### config.mk
export PLATFORM = sky130hd
export DESIGN_NAME = dot_product_pipe
export DESIGN_NICKNAME = d
export VERILOG_FILES = /design/src/rtl/dot_pipe_pkg.sv /design/src/rtl/dp_adder_level.sv /design/src/rtl/dot_product_pipe.sv
export SDC_FILE = /design/constraint.sdc
export NUM_CORES = 2
export LEC_CHECK = 0
export ABC_CLOCK_PERIOD_IN_PS = 11450
export BUFFER_PORTS_ARGS = -buffer_cell sky130_fd_sc_hd__buf_4
export CAP_MARGIN = 10
export CORE_MARGIN = 1.5
export CORE_UTILIZATION = 61
export DETAILED_ROUTE_END_ITERATION = 6
export PLACE_DENSITY = 0.79
export RECOVER_POWER = 100
export SLEW_MARGIN = 20
export SYNTH_ARGS = -nofsm -noshare
export SYNTH_HDL_FRONTEND = slang
export SYNTH_SLANG_ARGS = --single-unit
export TNS_END_PERCENT = 100
### constraint.sdc
create_clock -name clk -period 11.45 [get_ports clk]
set_input_delay 1.145 -clock clk [delete_from_list [all_inputs] [get_ports clk]]
set_output_delay 1.145 -clock clk [all_outputs]
set_load 0.03 [all_outputs]
### src/rtl/dot_pipe_pkg.sv
// dot_pipe_pkg: shared types, widths and lane helpers for the dot-product pipeline
package dot_pipe_pkg;
  localparam int CNT_W = 16;
  typedef struct packed {
    logic valid;
    logic mode;
    logic clr;
  } stage_flags_t;
  function automatic int lane_off(input int lane, input int width);
    return lane * width;
  endfunction
endpackage

### src/rtl/dp_adder_level.sv
// dp_adder_level: one registered adder-tree level, IN_N inputs to IN_N/2 pairwise sums
module dp_adder_level
  import dot_pipe_pkg::*;
#(
  parameter int WIDTH = 32,
  parameter int IN_N  = 2
) (
  input  logic                      clk,
  input  logic                      rst_n,
  input  logic                      en,
  input  logic [IN_N*WIDTH-1:0]     din,
  input  stage_flags_t              fin,
  output logic [IN_N/2*WIDTH-1:0]   dout,
  output stage_flags_t              fout
);
  always_ff @(posedge clk or negedge rst_n)
    if (!rst_n) begin
      dout <= '0;
      fout <= '0;
    end else if (en) begin
      for (int j = 0; j < IN_N / 2; j++)
        dout[lane_off(j, WIDTH) +: WIDTH] <= din[lane_off(2 * j, WIDTH) +: WIDTH] +
                                             din[lane_off(2 * j + 1, WIDTH) +: WIDTH];
      fout <= fin;
    end
endmodule

### src/rtl/dot_product_pipe.sv
// dot_product_pipe: pipelined multi-lane dot product with stall and running accumulate
module dot_product_pipe
  import dot_pipe_pkg::*;
#(
  parameter int WIDTH = 32,
  parameter int LANES = 2
) (
  input  logic                   clk,
  input  logic                   rst_n,
  input  logic                   en,
  input  logic                   in_valid,
  input  logic [LANES*WIDTH-1:0] a_flat,
  input  logic [LANES*WIDTH-1:0] b_flat,
  input  logic                   acc_mode,
  input  logic                   acc_clr,
  output logic [WIDTH-1:0]       c,
  output logic                   out_valid,
  output logic [CNT_W-1:0]       acc_cnt
);
  localparam int TREE_LVLS = $clog2(LANES);
  logic [LANES*WIDTH-1:0] a_r, b_r, prod;
  stage_flags_t f1, f2, fr;
  logic [WIDTH-1:0] sum, acc, acc_next;
  always_ff @(posedge clk or negedge rst_n)
    if (!rst_n) begin
      a_r  <= '0;
      b_r  <= '0;
      f1   <= '0;
      prod <= '0;
      f2   <= '0;
    end else if (en) begin
      a_r <= a_flat;
      b_r <= b_flat;
      f1  <= '{valid: in_valid, mode: acc_mode, clr: acc_clr};
      for (int i = 0; i < LANES; i++)
        prod[lane_off(i, WIDTH) +: WIDTH] <= a_r[lane_off(i, WIDTH) +: WIDTH] *
                                             b_r[lane_off(i, WIDTH) +: WIDTH];
      f2 <= f1;
    end
  for (genvar l = 0; l < TREE_LVLS; l++) begin : g_lvl
    localparam int N = LANES >> l;
    logic [N/2*WIDTH-1:0] d;
    stage_flags_t f;
    if (l == 0) begin : g_in
      dp_adder_level #(.WIDTH(WIDTH), .IN_N(N)) u_lvl (
        .clk(clk), .rst_n(rst_n), .en(en), .din(prod), .fin(f2), .dout(d), .fout(f)
      );
    end else begin : g_in
      dp_adder_level #(.WIDTH(WIDTH), .IN_N(N)) u_lvl (
        .clk(clk), .rst_n(rst_n), .en(en), .din(g_lvl[l-1].d), .fin(g_lvl[l-1].f),
        .dout(d), .fout(f)
      );
    end
  end
  assign sum      = g_lvl[TREE_LVLS-1].d;
  assign fr       = g_lvl[TREE_LVLS-1].f;
  assign acc_next = fr.clr ? sum : acc + sum;
  // acc_clr only matters for accumulating samples; plain samples leave acc/acc_cnt alone
  always_ff @(posedge clk or negedge rst_n)
    if (!rst_n) begin
      acc       <= '0;
      c         <= '0;
      acc_cnt   <= '0;
      out_valid <= 1'b0;
    end else if (en) begin
      out_valid <= fr.valid;
      if (fr.valid) c <= fr.mode ? acc_next : sum;
      if (fr.valid && fr.mode) begin
        acc     <= acc_next;
        acc_cnt <= fr.clr ? CNT_W'(1) : acc_cnt + CNT_W'(acc_cnt != '1);
      end
    end
endmodule

Word-level counts from Yosys, hierarchy flattened:

Cells that the tools add are included.

* add/sub/neg operators: 3
* multipliers: 2
* equality and inequality tests: 1
* multiplexer cells: 3
* reduce and logical (&&, ||, !) cells: 3

Operators by type and width (number)
* 32-bit adder: 2
* 32-bit by 32-bit multiplier with 32-bit output: 2
* 32-bit 2-to-1 mux: 2
* 16-bit by 1-bit adder with 16-bit output: 1
* 16-bit 2-to-1 mux: 1
* 16-bit != test (second input constant): 1
* 2-bit AND reduction: 2
* 1-bit logical AND: 1

* flip-flop bits (word level): 314
* bits of input ports: 134

Depth between registers and ports, before layout:

* word-level depth: 3
* gate-level depth with buffers: 28
* depth with buffers taken out: 26

Cells and area by module:

A second synthesis with hierarchy kept.

* cell total of the unflattened synthesis: 4915
* area total of the unflattened synthesis: 46965.0 um^2

Modules (own cells, without submodules)
* dot_product_pipe: times used 1, cells an instance 4573, area each 43907.1 um^2, sequential area each 6981.7 um^2
* dp_adder_level: times used 1, cells an instance 342, area each 3057.9 um^2, sequential area each 875.8 um^2

Worst setup path before layout:

Ideal clock, no wire load.

* path type: register to register
* start point: register b_r[5]
* end point: register prod[31]
* setup time: 137 ps
* arrival time: 6872 ps
* required time: 11313 ps
* path slack: 4441 ps
* cell stages (with the launch flop): 25
* path buffers: 2
* period minus slack after synthesis: 7009 ps
* cells stage by stage: dfrtp_1 > clkbuf_1 > clkbuf_1 > nand2_1 > fa_1 > fa_1 > inv_1 > fa_1 > inv_1 > fa_1 > fa_1 > inv_1 > ha_1 > fa_1 > fa_1 > ha_1 > and3_1 > a221o_1 > a41o_1 > a31o_2 > a2111oi_4 > o311ai_1 > a41o_1 > xnor2_1 > a21oi_1

* cells in the longest elaborated chain, start to end: 1

Ends and longest elaborated chain
* start, declared: line dot_product_pipe.sv:21 `logic [LANES*WIDTH-1:0] a_r, b_r, prod;`
* start signal, assigned: line dot_product_pipe.sv:33 `b_r <= b_flat;`
* 32-bit by 32-bit multiplier with 32-bit output: line dot_product_pipe.sv:36 `prod[lane_off(i, WIDTH) +: WIDTH] <= a_r[lane_off(i, WIDTH) +: WIDTH] *`
* end signal, assigned by index: line dot_product_pipe.sv:36
* end, declared: line dot_product_pipe.sv:21

Every way passes these cells.
A chain may end at the register's enable or synchronous reset.

Final worst setup path:

* start point: input en
* end point: register a_r[20]

RTL lines
* start, declared: line dot_product_pipe.sv:10 `input logic en,`
* end signal, assigned: line dot_product_pipe.sv:32 `a_r <= a_flat;`
* end, declared: line dot_product_pipe.sv:21

No word-level cell between the ends.

==> flow_summary_export.csv <==
group,metric,value,unit
synthesis,synth_most_common_cell,"fa_1",
floorplanning,ioPinCount,183,
synthesis,synthMuxAreaShare,0.0557,
synthesis,synth-seq-area-share,0.169,
sta,max_slew_margin,-3.14,
synthesis,syn_area_per_cell,9.65,µm²
global_route,antenna_found_initial,0,
synthesis,syn_nets,6078,
synthesis,synth_seq_cells,314,
global_route,grt_overflow,0,
clock_tree,hold_buffers,0,
worst_setup_path,cp.required,11.96,ns
synthesis,async_flop_share,1.00,
floorplanning,start_util,0.614,
run_status,violations,"max-capacitance violations, max-slew violations",
floorplanning,num_rows,101,
sta,rsz0062_at_grt,"false",
synthesis,synth_adder_area_share,0.436,
worst_setup_path,criticalPathCategory,"in2reg",
sta,fin_crit_sh,0.759,
clock_tree,cts_made_buffers,40,
placed_design,io_buffers,182,
sta,tns,0,ns
global_route,grt_usage,0.318,
synthesis,netlist_instances,4816,
global_route,grt_pass1_wl,193000,µm
clock_tree,post-cts-setup-buffers,0,
drt,met3_length,9570,µm
sta,finalSetupViolCount,0,
finish,diodes,0,
finish,layout-drive-gt1-share,0.0944,
drt,drtIter0Drc,2315,
worst_setup_path,r2r_cells,22,
synthesis,synth_xor_area_frac,0.0426,
floorplanning,core_area,75700,µm²
run_status,status,"finished with violations",
sta,tightest_slew,6.21,ns
synthesis,synth_top_family_by_area,"adder cells",
synthesis,synth_compound_area_frac,0.0606,
global_route,grt_max_degree,111,
synthesis,synth.area.top_cells,"fa_1 35%, dfrtp_1 17%, ha_1 8.3%, and2_1 7.4%, inv_1 6.4%",
drt,dr_wl_met2,56500,µm
worst_setup_path,startpoint_type,"input pin",
synthesis,synth_cell_type_count,74,
synthesis,synthTopCellsByCount,"818 x fa_1, 798 x inv_1, 646 x nand2_1",
floorplanning,die_w,279,µm
floorplanning,die_area,77800,µm²
min_path,hold_path.class,"reg2reg",
finish,final_nets,6097,
clock_tree,cts_tree,"built",
synthesis,synth_ff_type,"dfrtp_1",
clock_tree,cts_resized,0,
drt,drc_errors,0,
floorplanning,die_y,279,µm
clock_tree,insertion_delay,0.61,ns
worst_setup_path,arrival,9.19,ns
worst_setup_path,crit_path_max_fanout,91,
placed_design,place.gp.congestion,0.931,
finish,nFillCells,6026,
synthesis,synth_top_area_share,0.352,
clock_tree,clkTransAtPathRegs,0.06,ns
clock_tree,h-tree-depth,2,
drt,wire_per_inst,20.2,µm
min_path,whs_path_depth,1,
synthesis,synth-simple-area-share,0.151,
synthesis,synth_area,46500,µm²
sta,fin_crit,8.69,ns
drt,routed.top_layer,"met4",
sta,hold_viol,0,
clock_tree,clock_sinks,314,
global_route,grt_pass1_vias,35900,
sta,slew_violations,494,
finish,area_delta_synth_final,6.70,%
run,maxCapViolCount,7,
synthesis,synth_edf_count,0,
placed_design,dp_hpwl,90200,µm
synthesis,ys_warn_count,0,
clock_tree,root_buffer,"clkbuf_16",
sta,clock_skew,0.0398,ns
drt,drtPass1Iterations,6,
drt,antenna_left,0,
drt,vias,33600,
drt,wl_met1,47200,µm
drt,viasPerCell,5.74,
worst_setup_path,worstSetupEndpointType,"flop",
synthesis,yosysTopAreaCell,"fa_1",
drt,wl,118000,µm
clock_tree,clock_path_buffers,3,
sta,max_freq,0.115,GHz
[layout by cell type, fill, tap and decap left out, types with 19 or more instances in the layout]
| master | instances |
|---|---|
| or3_1 | 19 |
| xnor2_1 | 171 |
| fa_1 | 818 |
| ha_1 | 310 |
| o21bai_1 | 20 |
| a21o_1 | 51 |
| nor2_1 | 100 |
| mux2i_1 | 21 |
| o21a_1 | 19 |
| inv_1 | 798 |
| nor3_1 | 22 |
| clkbuf_16 | 40 |
| o21ai_0 | 129 |
| buf_4 | 167 |
| a21oi_1 | 121 |
| mux2_2 | 208 |
| nand2_1 | 645 |
| xor2_1 | 55 |
| and2_1 | 543 |
| clkbuf_1 | 62 |
| nand3_1 | 25 |
| dfrtp_1 | 314 |
[worst max-delay path, stage by stage]
cell,delay (ns)
clkbuf_1,3.41
buf_6,0.87
clkbuf_1,3.01
mux2_2,0.59
[state kept, by name, summed over array words and instances (netlist names), 16 cells and up]
name,count
a_r,64
b_r,64
c,32
acc,32
g_lvl.g_in.u_lvl.dout,32
prod,64
acc_cnt,16
[layer usage]
metal	GRT usage	up-vias
met5	0	-
li1	-	14800
met3	0.0575	328
met4	0.121	0
met1	0.423	17000
met2	0.523	1417
[logic make-up (layout without fill, tap and decap cells)]
| kind of cell | count (synthesis) | after routing |
|---|---|---|
| AOI/OAI and AO/OA | 441 | 441 |
| xor gates and xnor gates | 226 | 226 |
| adders and majority gates | 1128 | 1128 |
| buffers and inverters | 1047 | 1094 |
| DFF | 314 | 314 |
| muxes | 232 | 232 |
| and+or+nand+nor | 1428 | 1428 |
[final timing paths]
kind / start / endpoint / slack (ns)
max: en / a_r[20] / 2.76
min: c[14] / c[14] / 0.48
max reg2reg: b_r[5] / prod[31] / 3.63
min reg2reg: c[14] / c[14] / 0.48
max in group asynchronous: rst_n / acc_cnt[13] / 3.75
min in group asynchronous: rst_n / a_r[9] / 2.83
[metrics by stage]
stage	util	area (µm²)	worst slack, ns	instances	hold WS, ns
final	0.655	49600	2.76	5841	0.477
after global routing	0.655	49600	1.96	5841	0.491
after CTS	0.658	49800	3.80	5841	0.482
after detailed placement	0.640	48500	3.84	5771	0.469
after global placement	0.640	48500	3.96	5771	0.463
after floorplan	-	46500	4.44	4816	0.449
[area by class of cell]
class / count / area [µm²] / share of cell area
Clock inverter: 20 / 259 / 0.00522
Clock buffer: 50 / 1090 / 0.0220
Multi-Input combinational cell: 3455 / 34700 / 0.699
Inverter: 799 / 3000 / 0.0605
Tap cell: 978 / 1220 / 0.0247
Sequential cell: 314 / 7860 / 0.158
Timing Repair Buffer: 225 / 1480 / 0.0298
Power is left out: the tool's default activity adds up to more than one toggle a clock period on the data nets, which glitch-free logic cannot reach.
